## src/rtl/sort_pkg.sv

```systemverilog
// Shared types and the compare-swap schedule for the sequential 4-element sorter.
package sort_pkg;

  typedef enum logic [1:0] {
    LOAD = 2'd0,
    SORT = 2'd1,
    DONE = 2'd2
  } sort_state_t;

  localparam int unsigned N_STEPS = 5;
  localparam int unsigned N_ELEM  = 4;
  localparam int unsigned SLOT_W  = 2;
  localparam int unsigned STEP_W  = 3;
  localparam int unsigned CNT_W   = 2;

  // Slot pair per step; the larger value ends up in the SEL_HI slot.
  localparam logic [SLOT_W-1:0] SEL_HI [N_STEPS] = '{2'd3, 2'd1, 2'd3, 2'd2, 2'd2};
  localparam logic [SLOT_W-1:0] SEL_LO [N_STEPS] = '{2'd2, 2'd0, 2'd1, 2'd0, 2'd1};

endpackage

```

## src/rtl/cmp_swap.sv

```systemverilog
// Unsigned compare-swap: hi = max(a,b), lo = min(a,b); ties keep a on hi.
//   a, b  : operands
//   hi, lo: ordered results
module cmp_swap #(
  parameter int unsigned W = 4
) (
  input  logic [W-1:0] a,
  input  logic [W-1:0] b,
  output logic [W-1:0] hi,
  output logic [W-1:0] lo
);

  // Strictly-greater swap keeps equal values in place.
  always_comb begin
    hi = a;
    lo = b;
    if (b > a) begin
      hi = b;
      lo = a;
    end
  end

endmodule

```

## src/rtl/seq_sort4_nibble.sv

```systemverilog
// Sequential descending sorter for four W-bit elements using one shared
// compare-swap unit stepped through a 5-comparator network.
//   clk, nrst            : clock, async active-low reset
//   in_valid/in_ready    : element input stream, in_data one element per beat
//   out_valid/out_ready  : result stream, out_data = {r3,r2,r1,r0}, largest on top
//   busy                 : high while sorting
module seq_sort4_nibble
  import sort_pkg::*;
#(
  parameter int unsigned W = 4
) (
  input  logic             clk,
  input  logic             nrst,
  input  logic             in_valid,
  output logic             in_ready,
  input  logic [W-1:0]     in_data,
  output logic             out_valid,
  input  logic             out_ready,
  output logic [4*W-1:0]   out_data,
  output logic             busy
);

  localparam int unsigned OUT_W = 4 * W;

  sort_state_t        state, state_d;
  logic [CNT_W-1:0]   cnt, cnt_d;
  logic [STEP_W-1:0]  step, step_d, step_idx;
  logic [W-1:0]       elem   [N_ELEM];
  logic [W-1:0]       elem_d [N_ELEM];
  logic [SLOT_W-1:0]  hi_slot, lo_slot;
  logic [W-1:0]       cs_hi, cs_lo;
  logic               accept;

  logic               in_ready_d, out_valid_d, busy_d;
  logic [OUT_W-1:0]   out_data_d;

  assign accept = (state == LOAD) && in_valid;

  // Clamp the schedule index so non-SORT step values never address past the table.
  assign step_idx = (step < STEP_W'(N_STEPS)) ? step : '0;
  assign hi_slot  = SEL_HI[step_idx];
  assign lo_slot  = SEL_LO[step_idx];

  cmp_swap #(.W(W)) u_cmp_swap (
    .a  (elem[hi_slot]),
    .b  (elem[lo_slot]),
    .hi (cs_hi),
    .lo (cs_lo)
  );

  // State register.
  always_ff @(posedge clk or negedge nrst) begin
    if (!nrst) state <= LOAD;
    else       state <= state_d;
  end

  // Next-state logic; unknown encodings fall back to LOAD.
  always_comb begin
    state_d = state;
    case (state)
      LOAD: if (accept && (cnt == CNT_W'(N_ELEM - 1))) state_d = SORT;
      SORT: if (step == STEP_W'(N_STEPS - 1))          state_d = DONE;
      DONE: if (out_ready)                             state_d = LOAD;
      default:                                         state_d = LOAD;
    endcase
  end

  // Beat counter, step counter and element file updates.
  always_comb begin
    cnt_d  = cnt;
    step_d = '0;
    for (int i = 0; i < int'(N_ELEM); i++) elem_d[i] = elem[i];
    case (state)
      LOAD: begin
        if (accept) begin
          // Beat k lands in slot 3-k so arrival order matches the packed input word.
          elem_d[SLOT_W'(N_ELEM - 1) - cnt] = in_data;
          cnt_d = cnt + CNT_W'(1);
        end
      end
      SORT: begin
        elem_d[hi_slot] = cs_hi;
        elem_d[lo_slot] = cs_lo;
        step_d          = step + STEP_W'(1);
      end
      DONE: begin
        if (out_ready) cnt_d = '0;
      end
      default: begin
        cnt_d = '0;
      end
    endcase
  end

  // Output values for the coming cycle, decoded from the next state so the ports are flops.
  always_comb begin
    in_ready_d  = (state_d == LOAD);
    out_valid_d = (state_d == DONE);
    busy_d      = (state_d == SORT);
    out_data_d  = '0;
    if (state_d == DONE) out_data_d = {elem_d[3], elem_d[2], elem_d[1], elem_d[0]};
  end

  // Datapath and output registers.
  always_ff @(posedge clk or negedge nrst) begin
    if (!nrst) begin
      cnt       <= '0;
      step      <= '0;
      for (int i = 0; i < int'(N_ELEM); i++) elem[i] <= '0;
      in_ready  <= 1'b1;
      out_valid <= 1'b0;
      busy      <= 1'b0;
      out_data  <= '0;
    end else begin
      cnt       <= cnt_d;
      step      <= step_d;
      for (int i = 0; i < int'(N_ELEM); i++) elem[i] <= elem_d[i];
      in_ready  <= in_ready_d;
      out_valid <= out_valid_d;
      busy      <= busy_d;
      out_data  <= out_data_d;
    end
  end

endmodule

```

## config.mk

```make
export PLATFORM = sky130hd
export DESIGN_NAME = seq_sort4_nibble
export DESIGN_NICKNAME = d
export VERILOG_FILES = /design/src/rtl/sort_pkg.sv /design/src/rtl/cmp_swap.sv /design/src/rtl/seq_sort4_nibble.sv
export SDC_FILE = /design/constraint.sdc
export NUM_CORES = 1
export LEC_CHECK = 0
export ABC_AREA = 1
export CAP_MARGIN = 20
export CORE_ASPECT_RATIO = 0.7
export CORE_MARGIN = 2
export CORE_UTILIZATION = 51
export CTS_CLUSTER_DIAMETER = 30
export CTS_CLUSTER_SIZE = 25
export DETAILED_ROUTE_END_ITERATION = 12
export GPL_TIMING_DRIVEN = 0
export PLACE_DENSITY_LB_ADDON = 0.12
export SYNTH_ARGS = -nofsm -noshare
export SYNTH_HDL_FRONTEND = slang
export SYNTH_SLANG_ARGS = --single-unit
```

## constraint.sdc

```tcl
create_clock -name clk -period 2.63 [get_ports clk]
set_input_delay 0.3945 -clock clk [delete_from_list [all_inputs] [get_ports clk]]
set_output_delay 0.3945 -clock clk [all_outputs]
set_load 0.01 [all_outputs]
```

==> results of run 1 <==
## layout make-up
| class | count | share of cell area (%) |
|---|---|---|
| multi-input combinational | 229 | 43.5 |
| sequential | 42 | 30.7 |
| timing repair buffer | 48 | 13.1 |
| inverter | 53 | 5.87 |
| tap | 69 | 2.52 |
| clock buffer | 5 | 2.01 |
| buffer | 6 | 1.68 |
| clock inverter | 3 | 0.620 |
## stage by stage
stage          cell area, um2  total power, mW
6_report                 3430             4.73
5_1_grt                  3430             5.04
4_1_cts                  3090             3.83
3_5_place_dp             2880             3.20
3_3_place_gp             2870             3.15
2_1_floorplan            2520             2.52
## sequential cells by signal, summed over array words and instances, names as in the netlist
name       cells
elem          16
out_data      16
step           3
cnt            2
state          2
busy           1
in_ready       1
out_valid      1
## cell usage in the layout (no fill, tap or decap), types with 5 or more instances in the layout
cell	count
o211ai_1	7
buf_4	20
a21oi_1	19
clkbuf_8	5
nand3_2	15
dfrtp_1	39
a22oi_1	13
clkdlybuf4s50_1	25
o21ai_0	8
ha_1	8
nand2_2	14
inv_2	6
nor2_1	10
nand2_4	14
inv_1	46
nand2_1	71
o21ai_1	5
nand3_1	23
## path summary, 6_finish.rpt
check | from | slack, ps | to
worst max-delay path | step[0] | 30 | out_data[1]
worst min-delay path | nrst | 500 | out_data[7]
worst max register to register | step[0] | 30 | out_data[1]
worst min register to register | elem[3] | 540 | elem[3]
max in group asynchronous | nrst | 1600 | in_ready
min in group clk | elem[3] | 540 | elem[3]
## kinds of logic (layout without fill, tap and decap cells)
group           Yosys count  count (layout)  share of synthesized area (%)
xor+xnor                  1               1                          0.348
fa+ha+maj                10              10                           4.97
flops                    42              42                           41.8
simple gates            155             155                           27.9
buf+inv                  59             115                           9.88
compound gates           63              63                           15.1
## metal layers
metal / vias up / wire length, um / global-route usage (%)
li1: 1183 / - / -
met1: 1192 / 3730 / 44.2
met2: 99 / 3250 / 38.5
met3: 23 / 418 / 5.94
met4: 0 / 123 / 5.87
met5: - / 0 / 0
## where the power goes
group	total [mW]	switching, mW	internal (mW)
Clock	0.439	0.252	0.187
Sequential	1.04	0.167	0.869
Combinational	3.26	2.04	1.22
Total	4.73	2.46	2.27
## timing repair
item | CTS | global route
setup buffers | 5 | 14
hold endpoints to repair | 11 | 0
hold buffers | 1 | 0
cloned | 0 | 1
pin swaps | 6 | 25
setup endpoints to repair | 32 | 32
resized for setup | 20 | 55
==> impl_results.md, run 1 <==
* Status: finished clean
* EDFF count, synth at 0
* Top-level I/O count at 27
* YS warnings at 0
* Min-delay worst type: in2async
* Fin util at 72.2%
* Post-synth cell types at 27
* WP depth at 18
* Fin crit period at 2600 ps
* CTS tree: done
* Max Fclk at 0.385 GHz
* Net count, final at 403
* Multi-input combinational cell area at 1490 um2
* Largest net degree at the start of global routing at 32
* Worst-Margin Slew at 616 ps
* Synthesized flop and latch total at 42
* CTS HTree Levels at 2
* Die width at 88.0 um
* Critical Path Max Stage Delay at 510 ps
* RD Place Congestion at 0.942
* WHS at 500 ps
* Area delta synth->final at 36.2%
* Crit path DAT at 2780 ps
* CTS Buffer Depth at 2
* CP dominant cell by count: nand2_4
* Final setup fails at 0
* Post-synth top cells: 97 x nand2_1, 49 x inv_1, 41 x dfrtp_1
* Max-Cap Viols at 0
* CP required at 2810 ps
* Fill count at 372
* Synth Instances at 330
* Crit Path Max Fanout at 8
* # DRC at 0
* Main synth FF type: dfrtp_1
* Initial antenna violation count at 0
* Crit Path Category: reg2reg
* Clock slew at reported path FFs at 80 ps
* DR vias at 2497
* Area contributors post-synth: dfrtp_1 41%, nand2_1 14%, inv_1 7.3%
* IO buf count at 26
* Relative slew slack at 58.7%
* Final Hold Viols at 0
* Skew-Pair Late Insertion Delay at 320 ps
* Residual overflow from global routing at 0
* Count leader, synth: nand2_1
* Dpl hpwl at 5170 um
* Post-route setup TNS at 0 ps
* Fin crit share at 98.7%
* All-Layer GR Usage at 27.7%
* Initial DRC Count at 288
* Cts bufs inserted at 5
* Vias per inst at 5.49
* Global-route wire length before repair at 11500 um
* Syn Nets at 348
* CP bufs+invs at 4
* R2r worst-path depth at 18
* Clock Skew at 12.1 ps
* Place WS at -389 ps
* Number of cell rows at 21
* Die height at 62.8 um
* Yosys top cell area share at 40.7%
* CTS sink cnt at 42
* Root buffer cell: clkbuf_8
* Cell area after synthesis at 2520 um2
* Asr flop ratio synth at 100%
* TritonRoute pass-1 iters at 5
* Slew Limit Fails at 0
* Sequential area share after synthesis at 41.8%
* Worst-path cell chain: nor2_4 -> nand2_4 -> nand2_4 -> buf_6 -> nand2_4 -> nand3_4 -> inv_2 -> ha_4 -> inv_2 -> o21bai_1 -> nand2_2 -> a21oi_4 -> buf_12 -> nand2_4 -> nand2_4 -> nand2_2 -> o211ai_1 -> a21oi_1
* Fraction of layout cells with a size suffix above 1 at 27.2%
* CORE AREA at 4760 um2
* Placed cells at 426
* RSZ-0062 raised after global routing: yes
* Worst Setup Start Kind: flip-flop
* Synth Area per Inst at 7.64 um2
* Drt total wl at 7520 um
* Die area at 5530 um2
* Cell accounting for the most synthesized area: dfrtp_1
* # diodes at 0
* VDD IR-drop max at 584 uV
* FF+latch area at 1050 um2
* Final WS setup at 34.2 ps
* Finished Layout Cells at 455
* Starting density of the core at 53.0%
* Number of global-route vias before repair at 2213
* PwrDens at 1380 nW/um2
* CP top delay family: simple AND/OR/NAND/NOR gates
* Worst setup EP type: flip-flop
* Slowest-stage cell, CP: dfrtp_2
* Static leakage at 1.73 nW
* DR WL/cell at 16.5 um
* Antenna viol nets, final at 0
Power figures use the tool's default switching activity.
==> run 2: changes to the inputs <==
- CAP_MARGIN: 20 -> not set
==> results of run 2 <==
Same layout as run 1: the final DEF is identical, and so are final timing and power.
==> run 3: changes to the inputs <==
- CTS_CLUSTER_DIAMETER: 30 -> not set
==> results of run 3 <==
Same layout as run 1: the final DEF is identical, and so are final timing and power.
